<file path="config.mk">
export PLATFORM = sky130hd
export DESIGN_NAME = audio_mixer
export DESIGN_NICKNAME = d
export VERILOG_FILES = /design/src/rtl/audio_mixer.sv
export SDC_FILE = /design/constraint.sdc
export NUM_CORES = 1
export LEC_CHECK = 0
export BUFFER_PORTS_ARGS = -buffer_cell sky130_fd_sc_hd__clkbuf_2
export CAP_MARGIN = 20
export CELL_PAD_IN_SITES_DETAIL_PLACEMENT = 1
export CELL_PAD_IN_SITES_GLOBAL_PLACEMENT = 2
export CORE_MARGIN = 2
export CORE_UTILIZATION = 37
export CTS_CLUSTER_SIZE = 25
export DETAILED_ROUTE_END_ITERATION = 10
export PLACE_DENSITY = 0.77
export RECOVER_POWER = 25
export SYNTH_ARGS = -nofsm -noshare
export SYNTH_HDL_FRONTEND = slang
export SYNTH_SLANG_ARGS = --single-unit
</file>
<file path="constraint.sdc">
create_clock -name clk -period 5.7 [get_ports clk]
set_clock_uncertainty 0.05 [all_clocks]
set_input_delay 1.425 -clock clk [delete_from_list [all_inputs] [get_ports clk]]
set_output_delay 1.425 -clock clk [all_outputs]
set_load 0.005 [all_outputs]
</file>
<file path="src/rtl/audio_mixer.sv">
// Four-voice audio mixer: on each sample_clock rising edge, snapshots voices and volumes,
// multiply-accumulates them over four cycles, saturates the result and sigma-delta modulates it.
module audio_mixer #(
    parameter int BITDEPTH = 14,
    parameter int VOLBITS  = 4
) (
    input  logic                clk,
    input  logic                rst_n,
    input  logic                sample_clock,
    input  logic [BITDEPTH-1:0] voice0,
    input  logic [BITDEPTH-1:0] voice1,
    input  logic [BITDEPTH-1:0] voice2,
    input  logic [BITDEPTH-1:0] voice3,
    input  logic [VOLBITS-1:0]  volume0,
    input  logic [VOLBITS-1:0]  volume1,
    input  logic [VOLBITS-1:0]  volume2,
    input  logic [VOLBITS-1:0]  volume3,
    output logic [BITDEPTH-1:0] mix_out,
    output logic                mix_valid,
    output logic                clip,
    output logic                missed,
    output logic                pdm_out
);

    localparam int PRODW = BITDEPTH + VOLBITS;
    // Two guard bits hold the sum of four full-scale products without wrapping.
    localparam int ACCW  = PRODW + 2;
    localparam int MW    = ACCW - VOLBITS;
    localparam logic [MW-1:0] MAX_M = {2'b00, {BITDEPTH{1'b1}}};

    typedef enum logic [1:0] {
        IDLE = 2'd0,
        MAC  = 2'd1,
        DONE = 2'd2
    } state_t;

    state_t              state_q, state_d;
    logic                s1_q, s2_q, s3_q;
    logic [ACCW-1:0]     acc_q, acc_d;
    logic [1:0]          idx_q, idx_d;
    logic [BITDEPTH-1:0] snap_voice_q [4];
    logic [BITDEPTH-1:0] snap_voice_d [4];
    logic [VOLBITS-1:0]  snap_vol_q [4];
    logic [VOLBITS-1:0]  snap_vol_d [4];
    logic [BITDEPTH-1:0] mix_out_q, mix_out_d;
    logic                mix_valid_q, mix_valid_d;
    logic                clip_q, clip_d;
    logic                missed_q, missed_d;
    logic [BITDEPTH-1:0] sd_acc_q, sd_acc_d;
    logic                pdm_q, pdm_d;

    logic                sample_edge;
    logic [PRODW-1:0]    prod;
    logic [MW-1:0]       m;

    assign sample_edge = s2_q & ~s3_q;
    assign prod        = PRODW'(snap_voice_q[idx_q]) * PRODW'(snap_vol_q[idx_q]);
    assign m           = acc_q[ACCW-1:VOLBITS];

    always_comb begin
        state_d      = state_q;
        acc_d        = acc_q;
        idx_d        = idx_q;
        snap_voice_d = snap_voice_q;
        snap_vol_d   = snap_vol_q;
        mix_out_d    = mix_out_q;
        mix_valid_d  = 1'b0;
        clip_d       = 1'b0;
        missed_d     = missed_q;

        case (state_q)
            IDLE: begin
                if (sample_edge) begin
                    snap_voice_d[0] = voice0;
                    snap_voice_d[1] = voice1;
                    snap_voice_d[2] = voice2;
                    snap_voice_d[3] = voice3;
                    snap_vol_d[0]   = volume0;
                    snap_vol_d[1]   = volume1;
                    snap_vol_d[2]   = volume2;
                    snap_vol_d[3]   = volume3;
                    acc_d           = '0;
                    idx_d           = 2'd0;
                    state_d         = MAC;
                end
            end
            MAC: begin
                acc_d = acc_q + ACCW'(prod);
                idx_d = idx_q + 2'd1;
                if (idx_q == 2'd3) begin
                    state_d = DONE;
                end
            end
            DONE: begin
                if (m > MAX_M) begin
                    mix_out_d = MAX_M[BITDEPTH-1:0];
                    clip_d    = 1'b1;
                end else begin
                    mix_out_d = m[BITDEPTH-1:0];
                end
                mix_valid_d = 1'b1;
                state_d     = IDLE;
            end
            default: state_d = IDLE;
        endcase

        // A sample edge while a mix is in flight is dropped but remembered.
        if (sample_edge && (state_q != IDLE)) begin
            missed_d = 1'b1;
        end

        {pdm_d, sd_acc_d} = {1'b0, sd_acc_q} + {1'b0, mix_out_q};
    end

    always_ff @(posedge clk or negedge rst_n) begin
        if (!rst_n) begin
            state_q     <= IDLE;
            s1_q        <= 1'b0;
            s2_q        <= 1'b0;
            s3_q        <= 1'b0;
            acc_q       <= '0;
            idx_q       <= '0;
            for (int i = 0; i < 4; i++) begin
                snap_voice_q[i] <= '0;
                snap_vol_q[i]   <= '0;
            end
            mix_out_q   <= '0;
            mix_valid_q <= 1'b0;
            clip_q      <= 1'b0;
            missed_q    <= 1'b0;
            sd_acc_q    <= '0;
            pdm_q       <= 1'b0;
        end else begin
            state_q      <= state_d;
            s1_q         <= sample_clock;
            s2_q         <= s1_q;
            s3_q         <= s2_q;
            acc_q        <= acc_d;
            idx_q        <= idx_d;
            snap_voice_q <= snap_voice_d;
            snap_vol_q   <= snap_vol_d;
            mix_out_q    <= mix_out_d;
            mix_valid_q  <= mix_valid_d;
            clip_q       <= clip_d;
            missed_q     <= missed_d;
            sd_acc_q     <= sd_acc_d;
            pdm_q        <= pdm_d;
        end
    end

    assign mix_out   = mix_out_q;
    assign mix_valid = mix_valid_q;
    assign clip      = clip_q;
    assign missed    = missed_q;
    assign pdm_out   = pdm_q;

endmodule

</file>
Word-level counts from Yosys, hierarchy flattened:

Index checks and enable logic that the tools add are counted.

* output and inout bits: 18
* input bits: 75
* bits in registers: 131
* latch bits: 0
* memory bits (writable): 0
* logic and storage cells: 58
* memories: 0
* memory bits (read-only): 0

* add/subtract/negate cells: 3
* reduce and logical (&&, ||, !) cells: 7
* eq/ne operators: 5
* multipliers: 1
* bitwise operators: 3
* div/mod/pow operators: 0
* mux-type cells: 17
* $lt $le $gt $ge: 2
* shift-type cells: 0

Operator list (number)
* 2-to-1 mux 14 bit: 3
* one-hot mux 20 bit (2 select lines): 1
* binary-select mux 14 bit (select 2 bit): 1
* adder 20 x 18 -> 20 bit: 1
* 2-to-1 mux 20 bit: 1
* multiplier 14 x 4 -> 18 bit: 1
* greater-than comparator 16 x 14 -> 1 bit, second input constant: 1
* adder 14 x 14 -> 15 bit: 1
* binary-select mux 4 bit (select 2 bit): 1
* 2-to-1 mux 4 bit: 2
* one-hot mux 2 bit (2 select lines): 2
* 2-to-1 mux 2 bit: 3
* AND reduction 2 bit: 3
* equality test 2 bit, second input constant: 2
* != test 2 bit, second input constant: 2
* nonzero test 2 bit: 2
* >= comparator 3 bit, second input constant: 1
* 2-to-1 mux 1 bit: 3
* inverter 2 -> 3 bit: 1
* adder 2 x 1 -> 2 bit, second input constant: 1
* equality test 2 x 1 -> 1 bit, second input constant: 1
* zero test 2 bit: 1
* bitwise AND 1 bit: 1
* logical AND 1 bit: 1
* inverter 1 bit: 1

Depth between registers and ports, before layout:

Gate-level depths: netlist (run 1).

* depth in word-level cells: 7
* mapped depth: 17
* depth with buffers taken out: 15

Least setup slack after synthesis (run 1):

OpenSTA, ideal clock, no wires.

* path kind: flip-flop to flip-flop
* from: reg idx_q[0]
* to: reg acc_q[19]
* arrival time: 4643 ps
* data required time: 5519 ps
* path buffers: 2
* stages on the path, launching flop included: 17
* period minus slack after synthesis: 4824 ps
* setup slack: 876 ps
* setup time: 131 ps
* cells stage by stage: dfrtp_1 > buf_2 > buf_4 > mux4_2 > and2_1 > fa_1 > fa_1 > inv_1 > fa_1 > inv_1 > ha_1 > and4_1 > and3_1 > and3_1 > a211oi_2 > a211oi_1 > mux2i_1

* word-level cells in the longest chain between the ends: 7
* elaborated cells on any way between the ends: 10
* those cells by class: add/sub: 1; mul: 1; mux: 7; bitwise: 1

RTL lines
* start, declared: line 40 `logic [1:0] idx_q, idx_d;`
* start signal, assigned: line 139 `idx_q <= idx_d;`
* inverter 2 -> 3 bit (implied by the code) (*): line 57 `assign prod = PRODW'(snap_voice_q[idx_q]) * PRODW'(snap_vol_q[idx_q]);`
* binary-select mux 14 bit (select 2 bit) or binary-select mux 4 bit (select 2 bit) (tied branches): line 57
* 2-to-1 mux 14 bit (implied by the code) or 2-to-1 mux 4 bit (tied branches) (2 in series): line 57
* multiplier 14 x 4 -> 18 bit (*): line 57
* adder 20 x 18 -> 20 bit (*): line 88 `acc_d = acc_q + ACCW'(prod);`
* one-hot mux 20 bit (2 select lines) (*): line 71 `case (state_q)`
* end signal, assigned: line 121 `acc_q <= '0;`
* end signal, assigned: line 138 `acc_q <= acc_d;`
* end, declared: line 39 `logic [ACCW-1:0] acc_q, acc_d;`

Mark *: on every way between the ends. The rest lies on a longest branch, timed or not. The select of a mux whose other input is x is not followed.
A chain may end at the register's enable or synchronous reset.

Worst setup path after layout (run 1):

* from: reg idx_q[0]
* to: reg acc_q[15]

Same word-level chain as after synthesis.

==> results of run 1 <==
metal layers:
layer	share of wire	routed length, µm	vias up	global-route usage
met5	0	0	-	0
met4	0.013	257	0	0.04806
met3	0.027	533	17	0.02873
met2	0.47	9411	97	0.2945
met1	0.49	9708	3014	0.2478
li1	-	-	3038	-
Yosys cell counts (all sizes together) (4+ instances only):
master	n
and3	4
nand2b	7
mux4	18
a211oi	9
xor2	12
a21o	10
a21oi	17
o211ai	17
ha	43
clkbuf	29
nand2	264
inv	88
buf	8
and2	54
nor2b	5
a31oi	5
o21a	5
dfrtp	131
o21ai	34
nor2	19
fa	40
nand3	20
nor3	4
xnor2	9
worst max-delay path by stage:
stage	start	to	slack, ns	cells past startpoint
3_3_place_gp	idx_q[0]$_DFFE_PN0P_	acc_q[19]$_DFFE_PN0P_	0.75	15
5_1_grt	idx_q[0]$_DFFE_PN0P_	acc_q[19]$_DFFE_PN0P_	0.39	15
3_5_place_dp	idx_q[0]$_DFFE_PN0P_	acc_q[19]$_DFFE_PN0P_	0.66	15
4_1_cts	idx_q[0]$_DFFE_PN0P_	acc_q[15]$_DFFE_PN0P_	0.64	15
6_report	idx_q[0]$_DFFE_PN0P_	acc_q[15]$_DFFE_PN0P_	0.70	15
2_1_floorplan	idx_q[0]$_DFFE_PN0P_	acc_q[19]$_DFFE_PN0P_	0.88	16
layout make-up:
type | count | area, µm² | area share
Tap cell | 280 | 350.3 | 0.03688
Clock inverter | 15 | 181.4 | 0.01910
Multi-Input combinational cell | 625 | 4425 | 0.4658
Sequential cell | 131 | 3278 | 0.3451
Timing Repair Buffer | 99 | 509.2 | 0.05360
Inverter | 88 | 330.3 | 0.03477
Clock buffer | 17 | 425.4 | 0.04478
cell families after synthesis:
group                    count (synthesis)  share of synthesized area
buffers and inverters                  125                    0.05890
AND/OR/NAND/NOR                        386                     0.2069
adder cells (fa/ha/maj)                 83                     0.1637
XOR/XNOR                                21                    0.02249
AO/OA/AOI/OAI                          115                    0.09517
flip-flops                             131                     0.4009
multiplexers                            20                    0.05202
stage by stage:
stage / cells / area [µm²] / hold slack [ns] / util
floorplan: 881 / 8178 / 0.2812 / -
global placement: 1223 / 8904 / 0.2837 / 0.4092
detailed placement: 1223 / 8904 / 0.3083 / 0.4092
CTS: 1255 / 9510 / 0.3222 / 0.4371
global route: 1255 / 9500 / 0.3244 / 0.4367
finish: 1255 / 9500 / 0.3143 / 0.4367
critical path, delay by kind of cell, from the launching register on:
family                   cells  cell delay (ns)
multiplexers                 1             0.70
flip-flops                   1             0.32
XOR/XNOR                     1             0.16
AO/OA/AOI/OAI                2             0.37
adder cells (fa/ha/maj)      4             1.94
AND/OR/NAND/NOR              4             0.83
buffers and inverters        3             0.46
sequential cells by signal, indices dropped and copies added (netlist names):
name,flops
snap_voice_q,56
s1_q,1
missed,1
state_q,2
clip,1
sd_acc_q,14
acc_q,20
pdm_out,1
snap_vol_q,16
mix_out,14
mix_valid,1
s2_q,1
s3_q,1
idx_q,2
==> impl_metrics.tcl, run 1 <==
set metrics [dict create \
    cts_resized 0 \
    finalWorstSetupSlack_ns 0.7033 \
    initial_core_util 0.3759 \
    reg2reg_setup_slack_ns 0.70 \
    fillers 2561 \
    fp.dieW_um 152.7 \
    hpwl_um 14550 \
    tightest_slew_ns 3.816 \
    violations "capacitance limit, slew limit" \
    fp.coreArea_um2 21760 \
    slew_headroom -1.544 \
    min_path_type "reg -> reg" \
    hold_path_end "s2_q$_DFF_PN0_" \
    cts.htree.levels 4 \
    wl_um 19910 \
    yosysSeqAreaShare 0.4009 \
    synthDistinctLibCells 49 \
    die_y_um 152.7 \
    cp_common_cell "fa_1" \
    crit_type "reg -> reg" \
    synth.area.top_cells "dfrtp_1, nand2_1, fa_1" \
    syn2layout_area_growth_pct 16.17 \
    cp_max_fo 21 \
    drive_above_1_share 0.1621 \
    synth_edf_count 0 \
    setup_viol 0 \
    final_common_cell "nand2_1" \
    antenna_found_initial 0 \
    insertion_delay_ns 0.41 \
    grt_overflow_total 0 \
    finalCritPeriodShare 0.8766 \
    slew_violations 179 \
    drc_errors 0 \
    wire_per_inst_um 15.86 \
    status "finished, violations left" \
    routed-via-count 6166 \
    nets 1120 \
    first_pass_iters 4 \
    cp.required_ns 5.92 \
    most-common-layout-cells "nand2_1, dfrtp_1, clkbuf_2" \
    clkSinkCount 131 \
    crit_arrival_ns 5.22 \
    min_from "s1_q$_DFF_PN0_" \
    worstReg2RegEnd "acc_q[15]$_DFFE_PN0P_" \
    cts_buffers 17 \
    rows 54 \
    cp_cell_sequence "buf_4, mux4_2, and2_1, fa_1, fa_1, inv_1, fa_1, inv_1, ha_1, and4_1, and3_1, and3_1, a211oi_2, xor2_1, o21ai_0" \
    synth_top_cell_by_area "dfrtp_1" \
    end_kind "flop" \
    post_cts.repair.setup_buffers 0 \
    grt_util_all_layers 0.1793 \
    period_needed_ns 4.997 \
    async_flop_share 1.000 \
    root_buffer "clkbuf_16" \
    drt_iter0_drc 313 \
    clockBufferDepth 2 \
    io_buffers 92 \
    place.gp.congestion 0.7881 \
    r2r_start "idx_q[0]$_DFFE_PN0P_" \
    ys_warn_count 0 \
    max_freq_mhz 200.1 \
    num_antenna_cells 0 \
    rsz0062_at_grt "no" \
    worst_setup_path_start_kind "flop" \
    drv_cap 2 \
    ant_nets 0 \
    syn-cell-area_um2 8178 \
    ys_ff_latch 131 \
    dp_slack_ns 0.6634 \
    synth_flop_cell "dfrtp_1" \
    netlist_instances 881 \
    die_area_um2 23310 \
    critical_path.max_stage_delay_ns 0.70 \
    ios 93 \
    first_global_vias 6789 \
    grt_max_degree 93 \
    crit_slowest_cell "mux4_2" \
    setup_tns_ns 0 \
    hold_viol_final 0 \
    grt_pass1_wl_um 34000 \
    hold_depth 0 \
    cts_tree "done" \
    ctsHoldBuffers 0 \
    yosys.area.top_type_share 0.4009 \
    clkTransAtPathRegs_ns 0.06 \
    vias_per_cell 4.913 \
    avgSynthCellArea_um2 9.282 \
    syn_nets 1039 \
    reg2reg_depth 15 \
]
Power of run 1 is left out: the tool's default activity adds up to more than one toggle a clock period on the data nets, which glitch-free logic cannot reach.
==> run 2: changes to the inputs <==
--- a/config.mk
+++ b/config.mk
@@ -8,11 +8,11 @@
 export BUFFER_PORTS_ARGS = -buffer_cell sky130_fd_sc_hd__clkbuf_2
 export CAP_MARGIN = 20
-export CELL_PAD_IN_SITES_DETAIL_PLACEMENT = 1
-export CELL_PAD_IN_SITES_GLOBAL_PLACEMENT = 2
+export CELL_PAD_IN_SITES_DETAIL_PLACEMENT = 0
+export CELL_PAD_IN_SITES_GLOBAL_PLACEMENT = 1
 export CORE_MARGIN = 2
-export CORE_UTILIZATION = 37
+export CORE_UTILIZATION = 46
 export CTS_CLUSTER_SIZE = 25
 export DETAILED_ROUTE_END_ITERATION = 10
-export PLACE_DENSITY = 0.77
+export PLACE_DENSITY = 0.78
 export RECOVER_POWER = 25
 export SYNTH_ARGS = -nofsm -noshare
==> constraint.sdc (replaced) <==
create_clock -name clk -period 5.7 [get_ports clk]
set_clock_uncertainty 0.05 [all_clocks]
set_input_delay 0.855 -clock clk [delete_from_list [all_inputs] [get_ports clk]]
set_output_delay 0.855 -clock clk [all_outputs]
set_load 0.005 [all_outputs]
==> run 2 against run 1 <==
Net effect: the run still ends with capacitance limit, slew limit left; non-clock buffer count is 1 higher; setup slack worse by 0.094 ns; register-to-register slack got worse by 0.09 ns; first-iteration DRC count shrank 17%; via count down 2.3%; flip-flop and latch count unchanged; critical path depth did not move; critical path type unchanged; critical endpoint unchanged; highest routed layer unchanged.
==> impl_metrics.tcl, run 2 (same netlist as run 1, synthesis figures left out) <==
set metrics [dict create \
    first_pass_iters 4 \
    slew_violations 73 \
    drv_cap 1 \
    rows 48 \
    cts_resized 0 \
    path_buf_inv 3 \
    insertion_delay_ns 0.42 \
    rsz0062_at_grt "no" \
    ff_latch_area_um2 3278 \
    status "finished, violations left" \
    cp_cell_sequence "buf_4, mux4_2, and2_1, fa_1, fa_1, inv_1, fa_1, inv_1, ha_1, and4_1, and3_1, and3_1, a211oi_2, xor2_1, o21ai_0" \
    r2r_start "idx_q[0]$_DFFE_PN0P_" \
    clkTransAtPathRegs_ns 0.06 \
    die_y_um 137.3 \
    violations "capacitance limit, slew limit" \
    worst_setup_path_start_kind "flop" \
    hold_viol_final 0 \
    grt_overflow_total 0 \
    dp_slack_ns 0.5688 \
    critical_path.max_stage_delay_ns 0.67 \
    grt_pass1_wl_um 29610 \
    cp_max_fo 14 \
    top_regs "snap_voice_q (56), acc_q (20), snap_vol_q (16)" \
    crit_slowest_cell "mux4_2" \
    setup_tns_ns 0 \
    initial_core_util 0.4712 \
    tightest_slew_ns 3.891 \
    drt_iter0_drc 261 \
    crit_type "reg -> reg" \
    drive_above_1_share 0.1610 \
    top_register "snap_voice_q" \
    clockBufferDepth 2 \
    cts.htree.levels 4 \
    grt_max_degree 86 \
    max_freq_mhz 196.4 \
    most-common-layout-cells "nand2_1, dfrtp_1, clkbuf_2" \
    post_cts.repair.setup_buffers 0 \
    die_area_um2 18860 \
    antenna_found_initial 0 \
    setup_viol 0 \
    wl_um 17250 \
    cp.required_ns 5.93 \
    cts_tree "done" \
    hold_depth 0 \
    io_buffers 92 \
    finalCritPeriodShare 0.8931 \
    cp_common_cell "fa_1" \
    ctsHoldBuffers 0 \
    largest_register_ff_count 56 \
    reg2reg_depth 15 \
    cts_buffers 17 \
    fp.coreArea_um2 17360 \
    ios 93 \
    finalWorstSetupSlack_ns 0.6095 \
    min_from "s1_q$_DFF_PN0_" \
    hold_path_end "s2_q$_DFF_PN0_" \
    drc_errors 0 \
    crit_arrival_ns 5.32 \
    first_global_vias 6114 \
    fillers 1624 \
    wire_per_inst_um 14.38 \
    grt_util_all_layers 0.2023 \
    routed-via-count 6027 \
    end_kind "flop" \
    slew_headroom -1.594 \
    root_buffer "clkbuf_16" \
    multi_input_area_um2 4425 \
    critical-path-top-delay-family "adder cells" \
    num_antenna_cells 0 \
    min_path_type "reg -> reg" \
    syn2layout_area_growth_pct 14.79 \
    final_common_cell "nand2_1" \
    nets 1121 \
    period_needed_ns 5.091 \
    place.gp.congestion 0.8368 \
    worstReg2RegEnd "acc_q[15]$_DFFE_PN0P_" \
    hpwl_um 12660 \
    ant_nets 0 \
    fp.dieW_um 137.3 \
    reg2reg_setup_slack_ns 0.61 \
    clkSinkCount 131 \
    vias_per_cell 5.023 \
]
[run 2: per-stage QoR]
step	instance area [µm²]	instances	hold slack, ns	util
after global placement	8842	1169	0.2839	0.5094
final	9388	1200	0.3074	0.5409
after CTS	9395	1200	0.3132	0.5413
after floorplan	8178	881	0.2812	-
after detailed placement	8842	1169	0.3003	0.5094
after global routing	9388	1200	0.3230	0.5409
[run 2: layout make-up]
type,instances,area share
Multi-Input combinational cell,625,0.4714
Timing Repair Buffer,100,0.05531
Inverter,88,0.03519
Sequential cell,131,0.3492
Tap cell,225,0.02999
Clock buffer,19,0.04718
Clock inverter,12,0.01173
[run 2: worst max path at each step]
stage | start | endpoint | slack [ns] | depth (start not counted)
5_1_grt | idx_q[0]$_DFFE_PN0P_ | acc_q[19]$_DFFE_PN0P_ | 0.26 | 15
3_5_place_dp | idx_q[0]$_DFFE_PN0P_ | acc_q[15]$_DFFE_PN0P_ | 0.57 | 15
2_1_floorplan | idx_q[0]$_DFFE_PN0P_ | acc_q[19]$_DFFE_PN0P_ | 0.88 | 16
6_report | idx_q[0]$_DFFE_PN0P_ | acc_q[15]$_DFFE_PN0P_ | 0.61 | 15
4_1_cts | idx_q[0]$_DFFE_PN0P_ | acc_q[15]$_DFFE_PN0P_ | 0.57 | 15
3_3_place_gp | idx_q[0]$_DFFE_PN0P_ | acc_q[19]$_DFFE_PN0P_ | 0.69 | 15
[run 2: metal layers]
| layer | up-vias | global-route usage | share of wire |
|---|---|---|---|
| li1 | 3032 | - | - |
| met1 | 2878 | 0.2824 | 0.49 |
| met2 | 106 | 0.3256 | 0.47 |
| met3 | 11 | 0.03385 | 0.032 |
| met4 | 0 | 0.06014 | 0.010 |
| met5 | - | 0 | 0 |
Power of run 2 is left out for the same reason.
==> run 3: changes to the inputs <==
Settings changed: CAP_MARGIN 20 to unset, CORE_UTILIZATION 46 to 30, PLACE_DENSITY 0.78 to 0.56.
Clock period 5.7 ns to 4.3 ns, I/O delays scaled along.
==> run 3 against run 2 <==
Net effect: the run ends with capacitance limit, slew limit, setup timing left; final cell count is 15% higher; first-iteration DRC count is 18% higher; largest cell class unchanged; setup slack worse by 0.80 ns; highest routed layer unchanged; critical path type unchanged.
==> impl_metrics.tcl, run 3 (same netlist as run 1, synthesis figures left out) <==
set metrics [dict create \
    r2r_start "idx_q[0]$_DFFE_PN0P_" \
    fp.coreArea_um2 26880 \
    hpwl_um 14870 \
    reg2reg_depth 16 \
    clkSinkCount 131 \
    grt_util_all_layers 0.1573 \
    clockBufferDepth 2 \
    status "finished, violations left" \
    finalWorstSetupSlack_ns -0.1861 \
    max_freq_mhz 222.9 \
    ios 93 \
    nets 1188 \
    cts_tree "done" \
    wire_per_inst_um 15.23 \
    period_needed_ns 4.486 \
    hold_viol_final 0 \
    gr-usage-met3 0.02876 \
    fillers 2758 \
    top_register "snap_voice_q" \
    multi_input_area_um2 4876 \
    fp.dieW_um 169.1 \
    cp-endpoint "acc_q[19]$_DFFE_PN0P_" \
    dp_slack_ns -0.2430 \
    worstReg2RegEnd "acc_q[19]$_DFFE_PN0P_" \
    antenna_found_initial 0 \
    rows 60 \
    initial_core_util 0.3043 \
    num_antenna_cells 0 \
    violations "capacitance limit, slew limit, setup timing" \
    cp_max_fo 4 \
    largest_register_ff_count 56 \
    clkTransAtPathRegs_ns 0.07 \
    cts_buffers 17 \
    rsz0062_at_grt "yes" \
    grt.busiest_layer "met2" \
    cp.required_ns 4.60 \
    setup_viol 10 \
    final_util 0.3949 \
    end_kind "flop" \
    syn2layout_area_growth_pct 29.77 \
    grt_use_met1 0.2165 \
    most-common-layout-cells "nand2_1, dfrtp_1, clkbuf_2" \
    crit_arrival_ns 4.78 \
    drt_iter0_drc 308 \
    routed-via-count 6357 \
    slew_headroom -0.6734 \
    met2_usage 0.2552 \
    wl_um 21080 \
    cts.htree.levels 4 \
    setup_tns_ns -1.121 \
    final_common_cell "nand2_1" \
    ff_latch_area_um2 3279 \
    worst_setup_path_start_kind "flop" \
    reg2reg_setup_slack_ns -0.19 \
    insertion_delay_ns 0.43 \
    finalCritPeriodShare 1.043 \
    slew_violations 97 \
    crit_start "idx_q[0]$_DFFE_PN0P_" \
    drc_errors 0 \
    vias_per_cell 4.593 \
    grt_overflow_total 0 \
    tightest_slew_ns 2.510 \
    top_regs "snap_voice_q (56), acc_q (20), snap_vol_q (16)" \
    drv_cap 1 \
    die_y_um 169.1 \
    grt_pass1_wl_um 35270 \
    min_path_type "in -> reg" \
    root_buffer "clkbuf_16" \
    ctsHoldBuffers 0 \
    io_buffers 92 \
    place.gp.congestion 0.7666 \
    ant_nets 0 \
    grt_max_degree 97 \
    first_pass_iters 4 \
    die_area_um2 28600 \
    drive_above_1_share 0.2934 \
    crit_type "reg -> reg" \
    first_global_vias 6685 \
]
run 3: cell types whose count changed in the layout (fill, tap and decap cells not counted), moves of 7 or more:
cell     change
o21ai_1      +7
o21ai_0      -9
and2_1      -21
and2_4      +21
inv_2        +8
ha_4        +12
inv_8        +8
inv_1        -8
ha_1        -12
buf_4       +55
run 3: layer usage:
layer,wire length [µm],vias to the layer above
met5,0,-
li1,-,3175
met4,195,0
met3,798,12
met1,10270,3050
met2,9813,120
run 3: timing repair:
| action | 4_1_cts | 5_1_grt |
|---|---|---|
| buffers inserted | 3 | 13 |
| endpoints found under the setup margin | 11 | 14 |
| endpoints found under the hold margin | 0 | 0 |
| resized for setup | 27 | 40 |
| pin swaps | 12 | 30 |
| gates cloned | 4 | 2 |
run 3: worst min-delay path by stage:
stage              startpoint             end  cells past startpoint
2_1_floorplan  s1_q$_DFF_PN0_  s2_q$_DFF_PN0_                      0
4_1_cts          sample_clock  s1_q$_DFF_PN0_                      1
3_5_place_dp   s1_q$_DFF_PN0_  s2_q$_DFF_PN0_                      0
5_1_grt          sample_clock  s1_q$_DFF_PN0_                      1
3_3_place_gp   s1_q$_DFF_PN0_  s2_q$_DFF_PN0_                      0
6_report         sample_clock  s1_q$_DFF_PN0_                      1
run 3: final cells by class:
class,count,share of cell area
multi-input combinational,628,0.4594
clock inverter,15,0.01757
inverter,88,0.03112
tap,341,0.04020
sequential,131,0.3090
clock buffer,17,0.04008
timing repair buffer,164,0.1026
run 3: through the flow:
step | instances | cell area, µm² | hold WS [ns]
4_1_cts | 1370 | 10340 | 0.2473
2_1_floorplan | 881 | 8401 | 0.2812
3_5_place_dp | 1331 | 9548 | 0.2965
5_1_grt | 1384 | 10610 | 0.2510
3_3_place_gp | 1331 | 9548 | 0.2852
6_report | 1384 | 10610 | 0.2692
run 3: critical path: stages, from the launching register on:
cell and delay [ns]:
dfrtp_2 0.43, clkbuf_16 0.18, clkbuf_16 0.14, mux4_2 0.54
and2_4 0.19, fa_2 0.45, fa_1 0.51, inv_2 0.04
fa_1 0.51, inv_2 0.04, ha_4 0.28, and4_4 0.23
and3_4 0.18, and3_4 0.19, a211oi_4 0.07, a211oi_2 0.20
mux2i_1 0.19
Power of run 3 is left out for the same reason.
